File: config.mk
export PLATFORM = sky130hd
export DESIGN_NAME = uart_cmd_ctrl
export DESIGN_NICKNAME = d
export VERILOG_FILES = /design/src/rtl/uart_ctrl_pkg.sv /design/src/rtl/uart_ctrl_regfile.sv /design/src/rtl/uart_cmd_ctrl.sv
export SDC_FILE = /design/constraint.sdc
export NUM_CORES = 1
export LEC_CHECK = 0
export CORE_MARGIN = 5
export CORE_UTILIZATION = 56
export CTS_BUF_LIST = sky130_fd_sc_hd__clkbuf_16
export DETAILED_ROUTE_END_ITERATION = 10
export DONT_BUFFER_PORTS = 1
export GPL_ROUTABILITY_DRIVEN = 0
export PLACE_DENSITY_LB_ADDON = 0.12
export SLEW_MARGIN = 20
export SYNTH_ARGS = -nofsm -noshare
export SYNTH_HDL_FRONTEND = slang
export SYNTH_SLANG_ARGS = --single-unit
File: constraint.sdc
create_clock -name clk -period 6.2 [get_ports clk]
set_clock_uncertainty 0.1 [all_clocks]
set_input_delay 1.24 -clock clk [delete_from_list [all_inputs] [get_ports clk]]
set_output_delay 1.24 -clock clk [all_outputs]
set_load 0.05 [all_outputs]
File: src/rtl/uart_ctrl_pkg.sv
`default_nettype none
// ---------------------------------------------------------------------------
// uart_ctrl_pkg : opcodes, response codes, register map and FSM states
// Rev 1.0
// ---------------------------------------------------------------------------
package uart_ctrl_pkg;

  localparam logic [7:0] OP_WRITE = 8'h57;
  localparam logic [7:0] OP_READ  = 8'h52;
  localparam logic [7:0] RESP_ACK = 8'h06;
  localparam logic [7:0] RESP_NAK = 8'h15;

  localparam logic [7:0] ADDR_CFG     = 8'd0;
  localparam logic [7:0] ADDR_SCRATCH = 8'd1;
  localparam logic [7:0] ADDR_ERR_CNT = 8'd2;
  localparam logic [7:0] ADDR_ID      = 8'd3;

  typedef enum logic [2:0] {
    IDLE  = 3'd0,
    POP   = 3'd1,
    LATCH = 3'd2,
    EXEC  = 3'd3,
    RESP  = 3'd4,
    APPLY = 3'd5
  } state_t;

  // Number of bytes in a frame, decided by its first byte.
  function automatic logic [1:0] frame_len(input logic [7:0] op);
    if (op == OP_WRITE)     return 2'd3;
    else if (op == OP_READ) return 2'd2;
    else                    return 2'd1;
  endfunction

endpackage
`default_nettype wire

File: src/rtl/uart_ctrl_regfile.sv
`default_nettype none
// ---------------------------------------------------------------------------
// uart_ctrl_regfile : CFG / SCRATCH / ERR_CNT / ID registers
// Rev 1.0
// ---------------------------------------------------------------------------
module uart_ctrl_regfile
  import uart_ctrl_pkg::*;
#(
  parameter logic [2:0] RESET_SEL    = 3'd3,
  parameter logic [1:0] RESET_PARITY = 2'b00,
  parameter logic [7:0] DEV_ID       = 8'hA5
) (
  input  logic       clk,
  input  logic       rst_n,
  input  logic       scratch_we,
  input  logic [7:0] scratch_din,
  input  logic       cfg_we,
  input  logic [4:0] cfg_din,
  input  logic       err_inc,
  input  logic       err_clr,
  input  logic [1:0] rd_addr,
  output logic [7:0] rd_data,
  output logic [2:0] baud_sel,
  output logic [1:0] parity_mode,
  output logic [7:0] err_cnt
);

  logic [7:0] scratch;

  always_ff @(posedge clk or negedge rst_n) begin
    if (!rst_n) begin
      baud_sel    <= RESET_SEL;
      parity_mode <= RESET_PARITY;
      scratch     <= 8'h00;
      err_cnt     <= 8'h00;
    end else begin
      if (cfg_we) begin
        baud_sel    <= cfg_din[2:0];
        parity_mode <= cfg_din[4:3];
      end
      if (scratch_we) scratch <= scratch_din;
      // Clear wins over a coincident error; the count saturates at 0xFF.
      if (err_clr)                        err_cnt <= 8'h00;
      else if (err_inc && err_cnt != 8'hFF) err_cnt <= err_cnt + 8'd1;
    end
  end

  always_comb begin
    rd_data = 8'h00;
    case (rd_addr)
      2'd0:    rd_data = {3'b000, parity_mode, baud_sel};
      2'd1:    rd_data = scratch;
      2'd2:    rd_data = err_cnt;
      default: rd_data = DEV_ID;
    endcase
  end

endmodule
`default_nettype wire

File: src/rtl/uart_cmd_ctrl.sv
`default_nettype none
// ---------------------------------------------------------------------------
// uart_cmd_ctrl : byte-frame command parser between rx/tx FIFOs and regfile
// Rev 1.0
// ---------------------------------------------------------------------------
module uart_cmd_ctrl
  import uart_ctrl_pkg::*;
#(
  parameter logic [2:0] RESET_SEL      = 3'd3,
  parameter logic [1:0] RESET_PARITY   = 2'b00,
  parameter int         TIMEOUT_CYCLES = 1_000_000,
  parameter logic [7:0] DEV_ID         = 8'hA5
) (
  input  logic       clk,
  input  logic       rst_n,
  input  logic       rx_fifo_empty,
  input  logic [7:0] rx_fifo_dout,
  output logic       rx_fifo_rd_en,
  input  logic       tx_fifo_full,
  output logic       tx_fifo_wr_en,
  output logic [7:0] tx_fifo_din,
  input  logic       tx_idle,
  output logic [2:0] baud_sel,
  output logic [1:0] parity_mode,
  output logic [7:0] err_cnt
);

  localparam int GAP_W = $clog2(TIMEOUT_CYCLES + 1);
  localparam logic [GAP_W-1:0] GAP_LAST = GAP_W'(TIMEOUT_CYCLES - 1);

  state_t           state;
  logic [1:0]       byte_idx;
  logic [GAP_W-1:0] gap;
  logic [7:0]       op_q, addr_q, data_q;
  logic [7:0]       resp_q;
  logic [4:0]       cfg_pending;
  logic             apply_pending;

  logic       is_wr, is_rd, bad, exec, timeout_hit, cfg_ok;
  logic [7:0] rd_data, resp_val, cur_op;

  always_comb begin
    is_wr  = (op_q == OP_WRITE);
    is_rd  = (op_q == OP_READ);
    bad    = !(is_wr || is_rd) || (addr_q > ADDR_ID)
           || (is_wr && addr_q == ADDR_ID)
           || (is_wr && addr_q == ADDR_CFG && data_q[4:3] == 2'b11);
    exec   = (state == EXEC);
    cfg_ok = is_wr && !bad && (addr_q == ADDR_CFG);
    resp_val = bad ? RESP_NAK : (is_wr ? RESP_ACK : rd_data);
    timeout_hit = (state == IDLE) && (byte_idx != 2'd0) && rx_fifo_empty
                && (gap == GAP_LAST);
    cur_op = (byte_idx == 2'd0) ? rx_fifo_dout : op_q;
  end

  always_ff @(posedge clk or negedge rst_n) begin
    if (!rst_n) begin
      state         <= IDLE;
      byte_idx      <= 2'd0;
      gap           <= '0;
      op_q          <= 8'h00;
      addr_q        <= 8'h00;
      data_q        <= 8'h00;
      resp_q        <= 8'h00;
      cfg_pending   <= 5'd0;
      apply_pending <= 1'b0;
      rx_fifo_rd_en <= 1'b0;
      tx_fifo_wr_en <= 1'b0;
      tx_fifo_din   <= 8'h00;
    end else begin
      rx_fifo_rd_en <= 1'b0;
      tx_fifo_wr_en <= 1'b0;
      case (state)
        IDLE: begin
          if (!rx_fifo_empty) begin
            state         <= POP;
            rx_fifo_rd_en <= 1'b1;
            gap           <= '0;
          end else if (byte_idx != 2'd0) begin
            if (timeout_hit) begin
              byte_idx <= 2'd0;
              gap      <= '0;
            end else begin
              gap <= gap + 1'b1;
            end
          end
        end
        POP: state <= LATCH;
        LATCH: begin
          case (byte_idx)
            2'd0:    op_q   <= rx_fifo_dout;
            2'd1:    addr_q <= rx_fifo_dout;
            default: data_q <= rx_fifo_dout;
          endcase
          if (byte_idx + 2'd1 == frame_len(cur_op)) begin
            state <= EXEC;
          end else begin
            byte_idx <= byte_idx + 2'd1;
            state    <= IDLE;
          end
        end
        EXEC: begin
          resp_q        <= resp_val;
          cfg_pending   <= data_q[4:0];
          apply_pending <= cfg_ok;
          state         <= RESP;
        end
        RESP: begin
          if (!tx_fifo_full) begin
            tx_fifo_wr_en <= 1'b1;
            tx_fifo_din   <= resp_q;
            byte_idx      <= 2'd0;
            state         <= apply_pending ? APPLY : IDLE;
          end
        end
        APPLY: begin
          // New line settings wait until the ACK has fully left at the old rate.
          if (tx_idle) begin
            apply_pending <= 1'b0;
            state         <= IDLE;
          end
        end
        default: state <= IDLE;
      endcase
    end
  end

  uart_ctrl_regfile #(
    .RESET_SEL    (RESET_SEL),
    .RESET_PARITY (RESET_PARITY),
    .DEV_ID       (DEV_ID)
  ) u_regfile (
    .clk         (clk),
    .rst_n       (rst_n),
    .scratch_we  (exec && is_wr && !bad && addr_q == ADDR_SCRATCH),
    .scratch_din (data_q),
    .cfg_we      (state == APPLY && tx_idle),
    .cfg_din     (cfg_pending),
    .err_inc     ((exec && bad) || timeout_hit),
    .err_clr     (exec && is_wr && !bad && addr_q == ADDR_ERR_CNT),
    .rd_addr     (addr_q[1:0]),
    .rd_data     (rd_data),
    .baud_sel    (baud_sel),
    .parity_mode (parity_mode),
    .err_cnt     (err_cnt)
  );

endmodule
`default_nettype wire

# Word level (Yosys, flattened, before mapping)
# Index checks and enable logic that the tools add are counted.
# totals
reg_bits,94
input_bits,13
elab_cells,117
# op_classes
n_addsub,3
order_cmp,1
n_eq_ne,27
muxes,30
bitwise_logic,2
reduce_logical,38
# op_table
operator,n
$mux 20,3
$mux 8,5
$eq 8x7->1 const B,4
$pmux 8 s3,1
$add 20x1->20 const B,1
$eq 20x20->1 const B,1
$mux 2,9
$pmux 3 s6,1
$eq 8x2->1 const B,2
$logic_and 1x1->1,15
$mux 3,4
$ne 2x2->1 const B,6
$reduce_and 2->1,5
$add 8x1->8 const B,1
$eq 8x1->1 const B,1
$gt 8x2->1 const B,1
$logic_not 8->1,1
$ne 8x8->1 const B,1
$eq 3x2->1 const B,2
$eq 3x3->1 const B,2
$pmux 2 s3,1
$reduce_and 6->1,1
$reduce_bool 2->1,3
$logic_or 1x1->1,5
other kinds (15),25

# Longest topological paths before layout
# Gate-level depths: netlist of run 1.
# logic_depth
ltp_word,11
ltp_mapped,10
mapped_depth_nobuf,7

# Modules after synthesis
# A second synthesis of run 1 with hierarchy kept.
# unflattened
cells_unflattened,433
hier_area_um2,4624.4
# by_module_without_submodules
module,n_inst,cells_each,area_per_inst_um2,seq_area_each_um2
uart_cmd_ctrl,1,332,3553.4,1826.8
uart_ctrl_regfile,1,101,1071.0,528.0

# Worst setup path before layout of run 1
# Ideal clock, no wire load.
# synth_path
kind,input-to-reg
from,input rx_fifo_empty
to,register gap[15]
arrival_ps,2314
t_required_ps,6018
slack_ps,3704
cell_stages,7
path_cell_list,nand2b_1 or2_2 a21oi_1 buf_4 buf_4 a31oi_1 a31oi_1
# synth_via
elab_chain_len,5
elab_cells_between_ends,7
cone_classes,eq/ne: 1; mux: 3; reduce/logical: 3
# synth_rtl
item,line,rtl
from (decl),uart_cmd_ctrl.sv:16,"input logic rx_fifo_empty,"
$logic_and 1x1->1,uart_cmd_ctrl.sv:51,timeout_hit = (state == IDLE) && (byte_idx != 2'd0) && rx_fifo_empty
$logic_and 1x1->1,uart_cmd_ctrl.sv:52,&& (gap == GAP_LAST);
$mux 20,uart_cmd_ctrl.sv:80,if (timeout_hit) begin
$mux 20,uart_cmd_ctrl.sv:79,end else if (byte_idx != 2'd0) begin
$mux 20,uart_cmd_ctrl.sv:75,if (!rx_fifo_empty) begin
to (signal assigned),uart_cmd_ctrl.sv:84,gap <= gap + 1'b1;
to (decl),uart_cmd_ctrl.sv:33,logic [GAP_W-1:0] gap;
# Several ways; a longest one is shown, not always the timed one. The select of a mux whose other input is x is not followed.
# A chain may end at the register's enable or synchronous reset.

# Worst setup path in the final report of run 1
# layout_path
from,register state[0]
to,register u_regfile.scratch[2]
# layout_via
elab_chain_len,4
# layout_rtl
item,line,rtl
from (decl),uart_cmd_ctrl.sv:31,state_t state;
from (signal assigned),uart_cmd_ctrl.sv:113,state <= apply_pending ? APPLY : IDLE;
$eq 3x2->1,uart_cmd_ctrl.sv:48,exec = (state == EXEC);
$logic_and 1x1->1 (3 in series),uart_cmd_ctrl.sv:135,".scratch_we (exec && is_wr && !bad && addr_q == ADDR_SCRATCH),"
to (signal assigned),uart_ctrl_regfile.sv:41,if (scratch_we) scratch <= scratch_din;
to (decl),uart_ctrl_regfile.sv:28,logic [7:0] scratch;
# Every way passes these cells.

==> results of run 1 <==
-- stage by stage --
step                      instance area [sq um]  hold slack [ns]
after floorplan                            4670            0.342
after global placement                     4720            0.354
after detailed placement                   4720            0.359
after CTS                                  5020            0.377
after global routing                       5020            0.399
final                                      5020            0.374
-- how the worst max path moves through the flow --
stage,end
2_1_floorplan,gap[15]$_DFFE_PN0P_
3_3_place_gp,gap[13]$_DFFE_PN0P_
3_5_place_dp,gap[13]$_DFFE_PN0P_
4_1_cts,gap[13]$_DFFE_PN0P_
5_1_grt,u_regfile.scratch[2]$_DFFE_PN0P_
6_report,u_regfile.scratch[2]$_DFFE_PN0P_
-- Yosys cell counts (all sizes together) (2+ instances only) --
master	number
dfrtp	92
nand2	60
mux2	47
nor2	25
a21oi	22
a31oi	19
nand3	18
o21ai	16
clkbuf	13
inv	11
mux2i	8
nand2b	8
nand4	8
nor3	8
and2	7
and3	6
buf	6
ha	4
nand4bb	4
o22ai	4
a21o	3
a41oi	3
and4	3
nor4	3
nor4b	3
o2111ai	3
o211a	3
o211ai	3
a22o	2
a22oi	2
dfstp	2
nor2b	2
nor3b	2
o21bai	2
o22a	2
o31ai	2
or2	2
or3	2
-- layer usage --
metal	routed length (microns)	part of all wire, %	vias up	track usage [%]
li1	-	-	1628	-
met1	4680	46	1702	29.2
met2	4640	46	83	31.9
met3	594	5.9	12	5.03
met4	146	1.5	0	7.26
met5	0	0	-	0
-- registers in the layout, indices dropped and copies added (netlist names), 2 cells and up --
| signal | flops |
|---|---|
| op_q | 8 |
| addr_q | 8 |
| byte_idx | 2 |
| cfg_pending | 5 |
| resp_q | 8 |
| tx_fifo_din | 8 |
| data_q | 8 |
| u_regfile.err_cnt | 8 |
| u_regfile.parity_mode | 2 |
| u_regfile.baud_sel | 3 |
| state | 3 |
| u_regfile.scratch | 8 |
| gap | 20 |
-- power by group --
group | switching (mW) | internal [mW] | total [mW]
Clock | 0.239 | 0.314 | 0.553
Sequential | 0.392 | 0.787 | 1.18
Combinational | 0.332 | 0.287 | 0.619
Total | 0.962 | 1.39 | 2.35
-- cells by family (layout without fill, tap and decap cells) --
| group | after synthesis | after routing | synth area share, % |
|---|---|---|---|
| fa+ha+maj | 4 | 4 | 1.07 |
| simple gates | 164 | 164 | 18.4 |
| compound gates | 95 | 95 | 13.6 |
| buf+inv | 30 | 27 | 2.68 |
| mux | 56 | 56 | 13.5 |
| xor+xnor | 1 | 1 | 0.188 |
| flops | 94 | 94 | 50.5 |
-- area by class of cell --
class,count,area (sq um)
Fill cell,652,3150
Sequential cell,94,2350
Multi-Input combinational cell,320,2200
Clock buffer,9,225
Tap cell,105,131
Clock inverter,7,72.6
Inverter,11,41.3
-- critical path: cells and delay by family (launching register included) --
family,cells,cell delay [ns]
and+or+nand+nor,3,1.46
DFF,1,0.53
muxes,1,0.40
buffers and inverters,1,0.16
==> metrics.txt, run 1 <==
Slowest cell on crit path=nor2_1; #FFs+latches synth=94; Syn Nets=461; final worst path period need=2.77 ns; Setup Viol. Count Final=0; final std cells w/o fill=546; Reg clk slew, reported paths=0.07 ns; Setup WS pre-CTS=3.06 ns; Syn-to-layout area delta=7.64%; PostCTS Resize Cnt=0; Worst setup startpoint=state[0]$_DFFE_PN0P_; flop-to-flop setup slack=3.43 ns; first-pass GRT wire length=16.7 mm; Req. time, crit path=6.32 ns; leak pwr=2.17 nW; max_cap viols=0; placed cells=530; HPWL after detailed placement=7.03 mm; synth unique cells=58; Worst-Margin Slew=1.01 ns; commonest non-fill, non-tap cell in the layout=dfrtp_1; CTS H-tree lvls=3; fmax=361 MHz; post-route setup slack=3.43 ns; Cells after Synth=444; worst-case reg-to-reg path depth=5; io pins=36; asr flop ratio synth=100%; share of layout cells above drive strength 1=17.5%; Total GRT Usage=20.9%; crit-path cells=inv_1 -> nor2_1 -> nand2_1 -> nor4_4 -> mux2_2; synthesis warning total=0; Sum Neg Setup Slack=0 ns; Pins Over Slew Limit=0; reg2reg start=state[0]$_DFFE_PN0P_; Mapped Avg Cell Area=10.5 sq um; Antenna diodes=0; FP Rows=33; total number of vias=3425; fin nets=453; drt wl/cell=18.4 microns; Min-Delay Endpoint=cfg_pending[1]$_DFFE_PN0P_; Yosys top cell area share=49.3%; synth top area cells=dfrtp_1 (49%), mux2_2 (11%), nand2_1 (4.8%), a31oi_1 (2.5%), a21oi_1 (2.4%); post-synthesis cell area=0.00467 sq mm; crit start category=register; most frequent cells in the layout=dfrtp_1 (92), nand2_1 (60), mux2_2 (47), nor2_1 (25), a21oi_1 (21); port bufs=0; worst vdd ir=0.190 mV; Post-CTS Setup Inserts=0; EDFF count, synth=0; clk root buf=clkbuf_16; Initial Utilization=57.1%; chip width=101 microns; cts bufs inserted=9; Hold/Removal Path Class=register to register; latest clock arrival within the worst-skew pair=0.34 ns; core area=0.00818 sq mm; Pre-antenna DRT Iters=4; vias in the first global route=3209; Crit Path Max Fanout=12; post-synthesis sequential area ratio=50.5%; pin count of the biggest net entering global routing=95; RSZ-0062 raised after global routing=no; top cell type by total area after synthesis=dfrtp_1; Slew HR=32.6%; Total Power=2.35 mW; Hold Startpoint=cfg_pending[1]$_DFFE_PN0P_; Layout Utilization=61.4%; r2r endpoint=u_regfile.scratch[2]$_DFFE_PN0P_; fin crit share=44.7%; Fin. Hold Viols=0; routed wire length=10.1 mm; Setup Crit Path Kind=register to register; full die area=0.0103 sq mm; initial DRC count=185; Antenna Violating Nets Remaining=0; Vert. Die Dim=101 microns; initial antenna violation count=0; biggest cell delay along the critical path=0.72 ns; Overflow after GRT=0; CTS tree=yes; hold depth=2; crit end category=register; Longest Clk Path Bufs=2; status=complete, no violations; # DRC=0; PwrDens=468 mW/mm^2; via-per-instance ratio=6.27; clock tree sinks=94; CP arrival=2.90 ns; Post-CTS Hold Buffers=0; Main synth FF type=dfrtp_1
No activity file was read; power rests on OpenSTA's default activity.
==> run 2, diff against run 1 <==
- clock period: 6.2 -> 2.6 ns (I/O delays scaled with it)
==> run 2 against run 1 <==
The flow now finishes with violations (hold timing). Clock power rose by 120%. Critical path depth unchanged. Global-route usage rose by 1.2 points. Largest cell class unchanged. Wire length grew 5.0%. Clock-buffer cell count did not move. Total power grew 140%. Critical endpoint is now u_regfile.err_cnt[6]$_DFFE_PN0P_. Final cell count up 3.5%. First-iteration DRC count rose by 23%. Worst hold slack worse by 0.61 ns. Utilization is 1.3 points higher. Combinational power grew to 3.1 times the previous value. Via count rose by 3.6%.
==> metrics.txt, run 2 (synthesis results as in run 1) <==
full die area=0.0103 sq mm; Comb pwr share=33.5%; largest reg by FF count=gap; crit end category=register; CTS H-tree lvls=3; Net Sw Power=2.35 mW; fin crit share=91.5%; total number of vias=3548; Longest Clk Path Bufs=2; worst-case reg-to-reg path depth=5; CTS tree=yes; Sum Neg Setup Slack=0 ns; Slowest cell on crit path=or4_4; RSZ-0062 raised after global routing=no; Antenna diodes=0; Worst path depth=5; # DRC=0; core area=0.00818 sq mm; final worst path period need=2.38 ns; io pins=36; FP Rows=33; clock tree sinks=94; cts bufs inserted=9; CP Capture Point=u_regfile.err_cnt[6]$_DFFE_PN0P_; r2r endpoint=u_regfile.err_cnt[6]$_DFFE_PN0P_; crit start category=register; Slew HR=59.6%; register area=0.00235 sq mm; Switching Share=41.4%; crit-path cells=or4_4 -> or4b_4 -> o21a_4 -> o2111a_1 -> o211a_1; Post-CTS Setup Inserts=0; fin nets=472; Worst path top cell family by delay=simple AND/OR/NAND/NOR gates; status=finished, violations left; PostCTS Resize Cnt=0; Vert. Die Dim=101 microns; initial antenna violation count=0; HPWL after detailed placement=7.50 mm; Syn-to-layout area delta=9.89%; worst path buffer plus inverter count=0; worst vdd ir=0.535 mV; Worst-Margin Slew=0.605 ns; Total GRT Usage=22.1%; initial DRC count=228; CP arrival=2.52 ns; Seq pwr share=45.2%; routed wire length=10.6 mm; drt wl/cell=18.7 microns; Antenna Violating Nets Remaining=0; Reg clk slew, reported paths=0.07 ns; Worst setup startpoint=addr_q[6]$_DFFE_PN0P_; biggest cell delay along the critical path=0.56 ns; Pre-antenna DRT Iters=5; most frequent cells in the layout=dfrtp_1 (92), nand2_1 (60), mux2_2 (47), nor2_1 (25), a21oi_1 (21); Hold/Removal Path Class=primary input to asynchronous set/reset pin; port bufs=0; leak pwr=2.25 nW; Layout Utilization=62.7%; commonest non-fill, non-tap cell in the layout=dfrtp_1; share of layout cells above drive strength 1=20.4%; Crit Path Max Fanout=8; Setup Viol. Count Final=0; Fin. Hold Viols=94; first-pass GRT wire length=17.8 mm; area of the multi-input gates=0.00219 sq mm; fmax=420 MHz; vias in the first global route=3467; failing checks=hold timing; max_cap viols=0; reg2reg start=addr_q[6]$_DFFE_PN0P_; Pins Over Slew Limit=0; via-per-instance ratio=6.28; Fill cells=666; pin count of the biggest net entering global routing=95; clk root buf=clkbuf_16; flop-to-flop setup slack=0.22 ns; Int Pwr=3.32 mW; latest clock arrival within the worst-skew pair=0.34 ns; Setup Crit Path Kind=register to register; worst hold slack=-0.238 ns; Req. time, crit path=2.74 ns; Initial Utilization=57.1%; PwrDens=1110 mW/mm^2; chip width=101 microns; Clock Power Share=21.2%; number of flip-flops in the largest register=20; Overflow after GRT=0
run 2: cell count changes in the layout (fill, tap and decap cells not counted), sizes merged:
cell      delta
buf         +19
clkinv       -2
clkinvlp     +2
bufinv       -1
inv          +1
run 2: final cells by class:
cell class,instances,share of cell area [%]
sequential,94,45.9
timing repair buffer,19,2.78
clock inverter,7,0.829
multi-input combinational,320,42.7
inverter,11,0.805
tap,105,2.56
clock buffer,9,4.39
run 2: worst register-to-register path, stage by stage, from the launching register on:
cell	delay, ns
dfrtp_1	0.38
or4_4	0.56
or4b_4	0.53
o21a_4	0.27
o2111a_1	0.25
o211a_1	0.20
run 2: routing by layer:
layer	vias up	part of all wire, %	track usage, %
li1	1650	-	-
met1	1767	45	31.7
met2	115	46	32.7
met3	16	7.6	4.89
met4	0	2.0	8.79
met5	-	0	0
run 2: worst min path at each step:
stage           from                           endpoint  slack [ns]  cells past startpoint
2_1_floorplan  rst_n              addr_q[0]$_DFFE_PN0P_        0.12                      0
3_3_place_gp   rst_n  u_regfile.baud_sel[2]$_DFFE_PN0P_        0.13                      0
3_5_place_dp   rst_n         cfg_pending[3]$_DFFE_PN0P_        0.13                      0
4_1_cts        rst_n         cfg_pending[3]$_DFFE_PN0P_       -0.24                      0
5_1_grt        rst_n         cfg_pending[3]$_DFFE_PN0P_       -0.25                      0
6_report       rst_n         cfg_pending[1]$_DFFE_PN0P_       -0.24                      0
run 2: metrics by stage:
step           setup slack [ns]  area, sq um  total power [mW]  instances  hold slack [ns]
2_1_floorplan             0.297         4670              3.92        444            0.124
3_3_place_gp              0.243         4860              4.39        549            0.128
3_5_place_dp              0.226         4860              4.47        549            0.127
4_1_cts                   0.221         5130              5.69        565           -0.244
5_1_grt                  0.0962         5130              6.02        565           -0.246
6_report                  0.221         5130              5.67        565           -0.238
run 2: power groups by stage:
stage                     logic, mW  registers, mW  clock network [mW]
final                          1.90           2.57                1.20
after global routing           2.10           2.63                1.29
after CTS                      1.90           2.56                1.23
after detailed placement       1.88           2.59                   0
after global placement         1.83           2.56                   0
after floorplan                1.32           2.61                   0
